==> src/rtl/card_pkg.sv <==
// Shared types and constants for the memory-card game controller.
package card_pkg;

   localparam int NUM_CARDS = 12;

   typedef enum logic [2:0] {
      IDLE,
      PICK1,
      PICK2,
      CHK_M,
      HOLD,
      CHK_F,
      WON
   } state_t;

   localparam logic [2:0] LVL1 = 3'b001;
   localparam logic [2:0] LVL2 = 3'b010;
   localparam logic [2:0] LVL3 = 3'b100;

   localparam logic [3:0] K_Q = 4'd0;
   localparam logic [3:0] K_W = 4'd1;
   localparam logic [3:0] K_E = 4'd2;
   localparam logic [3:0] K_R = 4'd3;
   localparam logic [3:0] K_A = 4'd4;
   localparam logic [3:0] K_S = 4'd5;
   localparam logic [3:0] K_D = 4'd6;
   localparam logic [3:0] K_F = 4'd7;
   localparam logic [3:0] K_Z = 4'd8;
   localparam logic [3:0] K_X = 4'd9;
   localparam logic [3:0] K_C = 4'd10;
   localparam logic [3:0] K_V = 4'd11;

   localparam logic [1:0] V_NONE = 2'd0;
   localparam logic [1:0] V_YES  = 2'd1;
   localparam logic [1:0] V_NO   = 2'd2;

   // Cards in play for each board size; row q..r is bits 0..3, a..f 4..7, z..v 8..11.
   function automatic logic [NUM_CARDS-1:0] level_mask(input logic [2:0] lvl);
      logic [NUM_CARDS-1:0] m;
      m = '0;
      case (lvl)
         LVL1: begin
            m[K_Q] = 1'b1; m[K_W] = 1'b1;
            m[K_A] = 1'b1; m[K_S] = 1'b1;
         end
         LVL2: begin
            m[K_Q] = 1'b1; m[K_W] = 1'b1; m[K_E] = 1'b1;
            m[K_A] = 1'b1; m[K_S] = 1'b1; m[K_D] = 1'b1;
         end
         LVL3:    m = '1;
         default: m = '0;
      endcase
      return m;
   endfunction

endpackage

==> src/rtl/card_key_arbiter.sv <==
// Lowest-index priority encoder over the eligible key requests.
module card_key_arbiter
   import card_pkg::*;
(
   input  logic [NUM_CARDS-1:0] req,
   output logic                 valid,
   output logic [3:0]           idx
);

   always_comb begin
      // NOTE: defaults before the loop keep every path assigned, so no latch is inferred.
      valid = 1'b0;
      idx   = '0;
      // Scan from the top down so the lowest requesting index is the last write.
      for (int i = NUM_CARDS - 1; i >= 0; i--) begin
         if (req[i]) begin
            valid = 1'b1;
            idx   = 4'(i);
         end
      end
   end

endmodule

==> src/rtl/card_game_ctrl.sv <==
// Game-control FSM: key pulses to reveal flags, pair sequencing, match/finish
// handshakes with the display stage, mismatch hold timer and move counter.
module card_game_ctrl
   import card_pkg::*;
#(
   parameter int HOLD_CYCLES = 25000000,
   parameter int HOLD_W      = 25
)(
   input  logic        clk,
   input  logic        resetn,
   input  logic [2:0]  level,
   input  logic [11:0] key_pulse,
   input  logic [1:0]  is_correct,
   input  logic [1:0]  is_finished,
   output logic [11:0] reveal,
   output logic        check_match,
   output logic        check_finish,
   output logic        game_won,
   output logic [7:0]  moves
);

   state_t              state;
   logic [2:0]          level_q;
   logic [3:0]          idx_a;
   logic [3:0]          idx_b;
   logic [HOLD_W-1:0]   hold_cnt;
   logic [11:0]         mask;
   logic [11:0]         key_req;
   logic                picking;
   logic                key_valid;
   logic [3:0]          key_idx;

   assign mask    = level_mask(level_q);
   assign picking = (state == PICK1) || (state == PICK2);
   assign key_req = key_pulse & mask & ~reveal & {12{picking}};

   card_key_arbiter u_arbiter (
      .req   (key_req),
      .valid (key_valid),
      .idx   (key_idx)
   );

   always_ff @(posedge clk) begin
      // NOTE: all state updates are non-blocking so every branch reads pre-edge values.
      if (!resetn || (level != level_q)) begin
         // A level change is a restart that also adopts the new board size.
         state        <= (resetn && (level_mask(level) != '0)) ? PICK1 : IDLE;
         level_q      <= level;
         reveal       <= '0;
         check_match  <= 1'b0;
         check_finish <= 1'b0;
         game_won     <= 1'b0;
         moves        <= '0;
         hold_cnt     <= '0;
         idx_a        <= '0;
         idx_b        <= '0;
      end else begin
         case (state)
            IDLE: begin
               if (mask != '0) state <= PICK1;
            end
            PICK1: begin
               if (key_valid) begin
                  reveal[key_idx] <= 1'b1;
                  idx_a           <= key_idx;
                  state           <= PICK2;
               end
            end
            PICK2: begin
               if (key_valid) begin
                  reveal[key_idx] <= 1'b1;
                  idx_b           <= key_idx;
                  moves           <= (moves == 8'hFF) ? moves : moves + 8'd1;
                  check_match     <= 1'b1;
                  state           <= CHK_M;
               end
            end
            CHK_M: begin
               if (is_correct == V_YES) begin
                  check_match  <= 1'b0;
                  check_finish <= 1'b1;
                  state        <= CHK_F;
               end else if (is_correct == V_NO) begin
                  check_match <= 1'b0;
                  hold_cnt    <= HOLD_W'(HOLD_CYCLES - 1);
                  state       <= HOLD;
               end
            end
            HOLD: begin
               if (hold_cnt == '0) begin
                  reveal[idx_a] <= 1'b0;
                  reveal[idx_b] <= 1'b0;
                  state         <= PICK1;
               end else begin
                  hold_cnt <= hold_cnt - HOLD_W'(1);
               end
            end
            CHK_F: begin
               if (is_finished == V_YES) begin
                  check_finish <= 1'b0;
                  game_won     <= 1'b1;
                  state        <= WON;
               end else if (is_finished == V_NO) begin
                  check_finish <= 1'b0;
                  state        <= PICK1;
               end
            end
            WON: begin
               state <= WON;
            end
            default: begin
               state <= IDLE;
            end
         endcase
      end
   end

endmodule
==> config.mk <==
export PLATFORM = sky130hd
export DESIGN_NAME = card_game_ctrl
export DESIGN_NICKNAME = d
export VERILOG_FILES = /design/src/rtl/card_pkg.sv /design/src/rtl/card_key_arbiter.sv /design/src/rtl/card_game_ctrl.sv
export SDC_FILE = /design/constraint.sdc
export NUM_CORES = 1
export LEC_CHECK = 0
export CAP_MARGIN = 0
export CORE_ASPECT_RATIO = 1.75
export CORE_MARGIN = 5
export CORE_UTILIZATION = 34
export DETAILED_ROUTE_END_ITERATION = 12
export MAX_ROUTING_LAYER = met4
export SLEW_MARGIN = 10
export SYNTH_ARGS = -nofsm -noshare
export SYNTH_HDL_FRONTEND = slang
export SYNTH_SLANG_ARGS = --single-unit
==> constraint.sdc <==
create_clock -name clk -period 3.2 [get_ports clk]
set_input_delay 0.64 -clock clk [delete_from_list [all_inputs] [get_ports clk]]
set_output_delay 0.64 -clock clk [all_outputs]
set_load 0.02 [all_outputs]
* Yosys cells after proc, flatten, opt, wreduce, memory -nomap -nowiden
Index checks and enable logic that the tools add are counted.
** Storage, ports and cells
- Memories :: 0
- Output and inout bits :: 23
- Input port bits :: 21
- Memory bits (writable) :: 0
- Register bits after elaboration :: 62
- Bits in latches :: 0
- Memory bits (read-only) :: 0
** Operators by class
- Bitwise operators :: 10
- Div/mod/pow operators :: 0
- Multiply operators :: 0
- Equal/unequal tests :: 33
- Reduce and logical (&&, ||, !) cells :: 29
- $add $sub $neg :: 2
- $lt $le $gt $ge :: 6
- Mux-type cells :: 68
- Shift-type cells :: 0
** Operators with widths (number)
- 2-to-1 mux 25 bit :: 3
- AND 12 bit :: 5
- one-hot mux 25 bit (2 select lines) :: 1
- 2-to-1 mux 4 bit :: 12
- inverter 12 bit :: 3
- 2-to-1 mux 1 bit :: 28
- 2-to-1 mux 3 bit :: 9
- logical NOT 25 bit :: 1
- subtractor 25 x 1 -> 25 bit (second input constant) :: 1
- 2-to-1 mux 12 bit :: 2
- one-hot mux 12 bit (2 select lines) :: 1
- nonzero test 12 bit :: 2
- one-hot mux 3 bit (7 select lines) :: 1
- == test 3 bit (second input constant) :: 5
- < comparator 4 x 5 -> 1 bit (second input constant) :: 3
- 2-to-1 mux 5 bit :: 3
- demux 1 bit (select 4 bit) :: 3
- == test 3 x 2 -> 1 bit (second input constant) :: 4
- >= comparator 4 x 1 -> 1 bit (second input constant) :: 3
- inequality test 2 bit (second input constant) :: 6
- inequality test 3 bit (second input constant) :: 4
- bitwise OR 12 bit :: 1
- AND reduction 3 bit :: 4
- == test 3 x 1 -> 1 bit (second input constant) :: 3
- other kinds (21) :: 40

* Logic depth before layout (Yosys ltp)
Gate-level depths: netlist of run 1.
- Depth after elaboration :: 25
- Gate-level depth with buffers :: 10
- Depth with buffers taken out :: 9

* Cells and area by module
Synthesis of run 1 repeated with hierarchy kept, for this count alone.
** Second synthesis, totals
- Cells, all modules :: 424
- Area total of the unflattened synthesis :: 3564.7 µm²
** By module, submodules not included
- card_game_ctrl :: cells each 402, times used 1, area each 3435.8 µm²
- card_key_arbiter :: cells each 22, times used 1, area each 128.9 µm²

* Least setup slack after synthesis of run 1
Ideal clock, no wire load.
- Path kind :: register to register
- Start :: reg hold_cnt[15]
- End :: reg state[0], enable pin
- Setup time :: 324 ps
- Arrival :: 2255 ps
- Setup slack :: 621 ps
- Buffers on the path :: 1
- Stages on the path, launching flop included :: 8
- Cell sequence :: dfxtp_1 or4_4 or4_1 buf_2 o21a_1 nor3_1 nand2_1 o21ai_1
** On the way
- Cells in the longest elaborated chain, start to end :: 3
** Ends and longest elaborated chain
- start: declaration :: RTL line card_game_ctrl.sv:26 : logic [HOLD_W-1:0] hold_cnt;
- start signal: assignment :: RTL line card_game_ctrl.sv:85 : hold_cnt <= HOLD_W'(HOLD_CYCLES - 1);
- start signal: assignment :: RTL line card_game_ctrl.sv:95 : hold_cnt <= hold_cnt - HOLD_W'(1);
- logical NOT 25 bit :: RTL line card_game_ctrl.sv:90 : if (hold_cnt == '0) begin
- inequality test 3 bit (no source line)
- AND reduction 6 bit (no source line)
- end signal: assignment :: RTL line card_game_ctrl.sv:47 : state <= (resetn && (level_mask(level) != '0)) ? PICK1 : IDLE;
- end: declaration :: RTL line card_game_ctrl.sv:22 : state_t state;
Every way passes these cells.
A chain may end at the register's enable or synchronous reset.

* Final worst setup path of run 1
- Start :: reg hold_cnt[15]
- End :: reg state[1], enable pin
The elaborated chain is that of the path after synthesis.

==> summary.md, run 1 <==
Accumulated negative setup slack: 0 ns. In this run the post-CTS setup repair buffer count came out at 0. The run gives 418 as the number of instances in the synthesized netlist.

The net count of the mapped netlist is 445, and the clock transition at the registers of the reported paths is 0.06 ns. On the worst path, the slowest cell contributes a delay of 0.67 ns. The worst hold path begins at hold_cnt[24]. The per-cell via count in the routed design is 5.57, and the full die area is 12400 um^2. Ranked by instance count, the synthesized netlist is headed by 56 x dfxtp_1, 45 x nor2_1, 41 x a21oi_1, 25 x nand2_1, 23 x xor2_1.

The dominant register cell in the synthesized netlist is dfxtp_1. The number of synthesis warnings is 0. The master of the slowest instance on the critical path was or4_1.

The area of the core came out at 9910 um^2. The number of global-route vias before repair was 3331. STA classifies the critical path startpoint as a register. For the final standard cell utilization of the core, the log shows 0.441. The total number of vias came out at 3335. CTS placed an instance of clkbuf_16 at the clock tree root. The longest clock path from root to sink contains 2 buffers. Slack of the worst reg-to-reg path: 0.37 ns. Initial cell density of the core: 0.349. IR analysis of the VDD net gives a maximum drop of 0.310 mV. Routability-driven placement finished with a final weighted congestion of 0.893. Setup repair after global routing left no endpoint under its margin. The post-synthesis register bit count is 62, and the initial DRC count is 250. Summed over all nets, the half-perimeter wirelength after detailed placement is 7200 um. The count of nets left with antenna violations once routing finished came out at 0. The kind of end point of the critical path was a register. Of all cell types, the one taking the most synthesized area is dfxtp_1.

The tools report the row count as 48. met2 is the most crowded layer. The pin count of the biggest net entering global routing came out at 30.

The final layout net count was 496. Endpoint of the worst hold-timing path: hold_cnt[24]. In this run, CTS created clock tree buffers numbering 9.

The number of cells on the worst reg-to-reg path is 6. In this run, post-CTS repair resized a total of 0 instances. The global-route met3 utilization is 0.0293, and the clock latency reported for the late side of the worst-skew pair is 0.34 ns. At the worst endpoint, the required time is 3.22 ns. From bottom edge to top edge, the die measures 144 um.

The post-route clock period utilization was 0.885. The most repeated cell in the gate-level netlist after synthesis is dfxtp_1. Along the worst hold path, the cell count comes to 2. After clock tree synthesis, the flow added hold-fix buffers numbering 0. Counting flops with a built-in enable in the synthesized netlist gives 6. The total wire length after detailed routing is 9610 um. The classification of the worst-slack hold path is register to register. In the post-synthesis netlist, the biggest area contributors are dfxtp_1 32%, a21oi_1 5.9%, xor2_1 5.8%. The share of final-layout standard cells stronger than drive strength 1 was 0.0823; the first-pass iteration count of the detailed router was 4. The mapped netlist covers 3460 um^2. The total power density per cell area came out at 464 nW/um^2.

The total overflow left after global routing is 0. The tools report the met2 track demand over resource as 0.289. The run finished with clean final reports. For this run, design rule violations remaining after detail routing come to 0. The fraction of synthesized cell area taken by the top area cell type is 0.324, and the met1 capacity usage during global routing is 0.174. The share of async-settable or async-resettable flops after synthesis is 0. The first global-routing pass estimated 15900 um of wire.

Counting the fill cells in the layout gives 1013. Port buffering added 43 buffers. The endpoint identified for the worst register-to-register timing path is state[1]. The arrival time of data at the critical path endpoint was 2.85 ns. For the worst clock skew, the log shows 0.00891 ns. TritonCTS built the clock tree. The number of antenna violations at the first check in global routing is 0. The average size of a mapped cell came out at 8.29 um^2.

The startpoint identified for the worst register-to-register timing path is hold_cnt[15]. Static timing analysis puts the maximum clock frequency at 0.353 GHz. Summed over all cells, the static leakage comes to 1.53 nW.

The max-slew headroom at the worst pin was 0.567; the slew at the pin closest to its max-slew limit was 0.644 ns. The count of endpoints failing setup in the final report was 0; the top fanout value on the critical path was 6. Across the run, the number of max-cap violations was 0. Category of the most critical setup path: register to register. The run gives 0 as the final antenna diode count. The aggregate global-route resource usage was 0.166. In the final routed layout, each cell accounts on average for 16.0 um.

The count of clock tree sinks is 62, and the shortest period the worst path allows is 2.83 ns. The synthesized netlist contains 61 unique library cells. In this run the horizontal extent of the chip is 86.3 um.

The number of max-slew violations in the final report is 0, and the layout overhead on the synthesized area is 26.3%. The run gives 44 as the top-level I/O count. The maximum level of the CTS H-tree is 3. Walking the worst path, the cells encountered are or4_4 > or4_1 > o21a_1 > nor3_1 > nand2_1 > o21ai_1. The logs give 0 for the final-report hold violation count and 0.376 for the share of synthesized area occupied by flip-flops and latches.
## layer usage
| metal | vias to the layer above | wire [um] |
|---|---|---|
| met5 | - | 0 |
| met4 | 0 | 322 |
| met2 | 90 | 4990 |
| met3 | 22 | 418 |
| li1 | 1636 | - |
| met1 | 1587 | 3870 |
## through the flow
step | std cells | worst slack, ns | total power, mW | area [um^2] | hold slack [ns]
3_3_place_gp | 583 | 0.437 | 1.08 | 4080 | 0.445
6_report | 599 | 0.367 | 2.03 | 4370 | 0.469
2_1_floorplan | 418 | 0.621 | 0.983 | 3460 | 0.437
5_1_grt | 599 | 0.277 | 2.10 | 4370 | 0.503
3_5_place_dp | 583 | 0.373 | 1.08 | 4080 | 0.459
4_1_cts | 599 | 0.360 | 2.05 | 4370 | 0.466
## worst max-delay path, delay by kind of cell (launching register included)
family | cells | cell delay (ns)
AOI/OAI and AO/OA | 2 | 0.59
and+or+nand+nor | 4 | 1.59
DFF | 1 | 0.34
## cell usage in the layout (no fill, tap or decap), drive strengths merged, types with 3 or more instances in the layout
cell	synthesis	final
xnor2	8	8
nor3	19	19
a211oi	8	8
a32oi	6	6
o21ai	13	13
nand2	25	25
and2	3	3
edfxtp	6	6
nand3b	8	8
a22oi	5	5
a311oi	3	3
nand3	17	17
nand2b	10	10
nor4	7	7
o21a	4	4
inv	15	15
clkdlybuf4s50	0	43
ha	6	6
or4	5	5
dfxtp	56	56
and3	4	4
nor2b	15	15
xor2	23	23
or3	3	3
clkbuf	12	11
nor2	45	45
a21oi	43	43
buf	3	12
nand4	8	8
clkinv	0	4
a31oi	9	9
## state kept, by name, indices dropped and copies added, names as in the netlist
register	count
hold_cnt	25
reveal	12
moves	8
idx_a	4
idx_b	4
level_q	3
state	3
check_finish	1
check_match	1
game_won	1
## worst max-delay path by stage
stage	depth (start not counted)	start	to
global route	6	hold_cnt[15]	state[1]
detailed placement	6	hold_cnt[15]	state[1]
global placement	6	hold_cnt[15]	state[1]
CTS	6	hold_cnt[15]	state[1]
finish	6	hold_cnt[15]	state[1]
floorplan	7	hold_cnt[15]	state[0]
## cell families (layout without fill, tap and decap cells)
logic type	Yosys count	in the layout	synth area share
AO/OA/AOI/OAI	109	109	0.211
XOR/XNOR	31	31	0.0784
adder cells (fa/ha/maj)	6	6	0.0217
flip-flops	62	62	0.376
multiplexers	1	1	0.00325
buffers and inverters	30	86	0.0336
AND/OR/NAND/NOR	179	179	0.276
## area by class of cell
cell class	count	area [um^2]	share of cell area
clock buffer	11	243	0.0555
clock inverter	5	50.0	0.0114
inverter	15	56.3	0.0129
multi-input combinational	326	2050	0.468
sequential	62	1300	0.298
tap	125	156	0.0358
timing repair buffer	55	520	0.119
## report_power, final
group          switching [mW]  leakage (nW)  total (mW)  internal (mW)
Clock                   0.345         0.149       0.963          0.618
Sequential             0.0103         0.518       0.805          0.794
Combinational           0.156         0.862       0.263          0.106
Total                   0.512          1.53        2.03           1.52
Power figures use the tool's default switching activity.
==> run 2: changes to the inputs <==
Settings changed: CORE_MARGIN 5 to 3.
==> summary.md, run 2 (synthesis results as in run 1) <==
The flow ran to the end, and the final reports show no timing, DRC or antenna violations. The total number of vias was 3292 (-1.3%). The per-cell routed wire length is 16.0 um (about the same), and the worst clock skew is 0.00665 ns (-0.00226 ns). The run gives 1.53 nW (+0.38%) as the cell leakage power.

The number of flip-flops in the largest register was 25 (unchanged); the critical path's largest stage delay was 0.67 ns (about the same). The tools report the initial cell density of the core as 0.349 (unchanged). The largest registers in the layout are hold_cnt (25), reveal (12), moves (8). The placer's final routability congestion estimate was 0.857 (-4.1%). The maximum number of buffers from clock root to sink was 2 (unchanged); the required time at the worst-slack endpoint was 3.21 ns (about the same).

The tools report the aggregate global-route resource usage as 0.184 (+0.0175). Post-CTS resize count: 0 (unchanged). The total power density per cell area came out at 487 nW/um^2 (+4.9%). The die height is 140 um (-2.8%), and the tightest hold margin is 0.469 ns (-0.0000510 ns). The total wire length after detailed routing was 9570 um (-0.34%). Among all stages on the critical path, the largest delay is contributed by or4_1. The layout overhead on the synthesized area was 27.1%. The full die area came out at 11500 um^2 (-7.3%).

The worst setup path is of the register to register kind. The tools report the maximum VDD drop as 0.268 mV (-13%). The top fanout value on the critical path came out at 6 (unchanged). The number of antenna violations at the first check in global routing came out at 0 (unchanged). The top-level I/O count is 44 (unchanged). The tools report the number of max-slew violations in the final report as 0 (unchanged). Count of input and output buffers: 43 (unchanged). The count of unresolved DRC violations after routing came out at 0 (unchanged).

In the layout the commonest cells are 56 x dfxtp_1, 45 x nor2_1, 43 x clkdlybuf4s50_1. TritonCTS built the clock tree. The total routed wire length on the met1 layer came out at 3570 um (-7.9%).

The worst setup path is launched from a register. The maximum achievable frequency is 0.352 GHz (-0.28%), and the number of non-filler instances in the completed layout is 597 (-0.33%). The post-detailed-placement half-perimeter wirelength was 7310 um (+1.6%). Number of buffers inserted during clock tree synthesis: 9 (unchanged).

The count of endpoints failing setup in the final report came out at 0 (unchanged). The logs give 494 (-0.40%) for the final layout net count and 0 (unchanged) for the max-cap check violation count. The family with the most delay on the worst path is simple AND/OR/NAND/NOR gates. The arrival time of data at the critical path endpoint came out at 2.85 ns (about the same). Leaving out fill and tap cells, the most frequent cell in the layout is dfxtp_1. The classification of the worst-slack hold path is register to register.

The final-report hold violation count was 0 (unchanged). The number of global-route vias before repair was 3322 (-0.27%); the footprint of the multi-input gates was 2050 um^2 (unchanged). The area of the core is 9910 um^2 (unchanged), and the count of clock tree sinks is 62 (unchanged). The die extent in x is 82.3 um (-4.6%). Clock latency reported for the late side of the worst-skew pair: 0.33 ns (about the same).

For the wire length on met3, the log shows 442 um (+5.7%). The critical path goes through or4_4 > or4_1 > o21a_1 > nor3_1 > nand2_1 > o21ai_1. Final antenna diode count: 0 (unchanged).

Worst path buffer plus inverter count: 0 (unchanged). The register area was 1300 um^2 (unchanged); the global-route wire length before repair was 15800 um (-0.35%). The count of hold-fix buffers inserted at cts was 0 (unchanged); the per-cell via count in the routed design was 5.51 (-0.96%). For the accumulated negative setup slack, the log shows 0 ns (unchanged). STA classifies the critical path endpoint as a register. The slew at the pin closest to its max-slew limit was 0.555 ns (-0.0890 ns).

The post-route clock period utilization was 0.888 (+0.00247). The slack of the worst reg-to-reg path is 0.36 ns (about the same). The tools report the remaining antenna violation count as 0 (unchanged). The clock tree root buffer cell was clkbuf_16. The shortest period the worst path allows is 2.84 ns (+0.00791 ns). Routed wire length on met2: 5130 um (+2.8%).

The clock transition at the registers of the reported paths works out to 0.05 ns (about the same). Register containing the most flip-flops in the final layout: hold_cnt. Row count: 48 (unchanged).

The max-slew headroom at the worst pin was 0.627 (+0.0595). The maximum level of the CTS H-tree is 3 (unchanged). The filler cell count is 1003 (-0.99%).

The highest signal layer in the routed design is met4. The pin count of the biggest net entering global routing was 37 (+23%); the share of final-layout standard cells stronger than drive strength 1 was 0.0784 (-0.00389). Setup repair after global routing left no endpoint under its margin.

The first-pass iteration count of the detailed router came out at 4 (unchanged). Sum of overflow across all layers after global routing: 0 (unchanged). The initial DRC count was 221 (-12%); the number of buffers inserted to repair setup after CTS was 0 (unchanged).

The tools report the number of cells in the design after placement as 581 (-0.34%).
==> run 2: cell count changes in the layout (fill, tap and decap cells not counted), sizes merged <==
cell    delta
clkbuf     +2
buf        -2
bufinv     +1
clkinv     -3
==> run 2: cell type report <==
class | count | area share
clock buffer | 13 | 0.0614
clock inverter | 3 | 0.0148
inverter | 15 | 0.0128
multi-input combinational | 326 | 0.465
sequential | 62 | 0.296
tap | 125 | 0.0355
timing repair buffer | 53 | 0.115
==> run 2: path summary, 6_finish.rpt <==
kind / start / endpoint / depth (start not counted)
worst max-delay path: hold_cnt[15] / state[2] / 6
worst min-delay path: hold_cnt[24] / hold_cnt[24] / 2
worst max register to register: hold_cnt[15] / state[2] / 6
worst min register to register: hold_cnt[24] / hold_cnt[24] / 2
==> run 2: where the power goes <==
part / leakage, nW / switching (mW) / internal (mW)
clock network: 0.166 / 0.341 / 0.744
logic: 0.851 / 0.153 / 0.101
registers: 0.518 / 0.0102 / 0.794
total: 1.53 / 0.504 / 1.64
==> run 2: worst reg2reg max path, stage by stage (launching register included) <==
cell and delay (ns):
dfxtp_1 0.33, or4_4 0.57, or4_1 0.67, o21a_1 0.32, nor3_1 0.29, nand2_1 0.09
o21ai_1 0.26
==> run 2: per-layer routing <==
layer  track usage  vias up
li1              -     1638
met1         0.183     1534
met2         0.315       92
met3        0.0434       28
met4         0.102        0
met5             -        -
==> run 2: metrics by stage <==
step           utilization  worst slack, ns  area [um^2]  total power, mW
2_1_floorplan            -            0.621         3460            0.983
3_3_place_gp         0.410            0.290         4070             1.07
3_5_place_dp         0.410            0.294         4070             1.07
4_1_cts              0.444            0.369         4400             2.16
5_1_grt              0.444            0.178         4400             2.23
6_report             0.444            0.359         4400             2.14
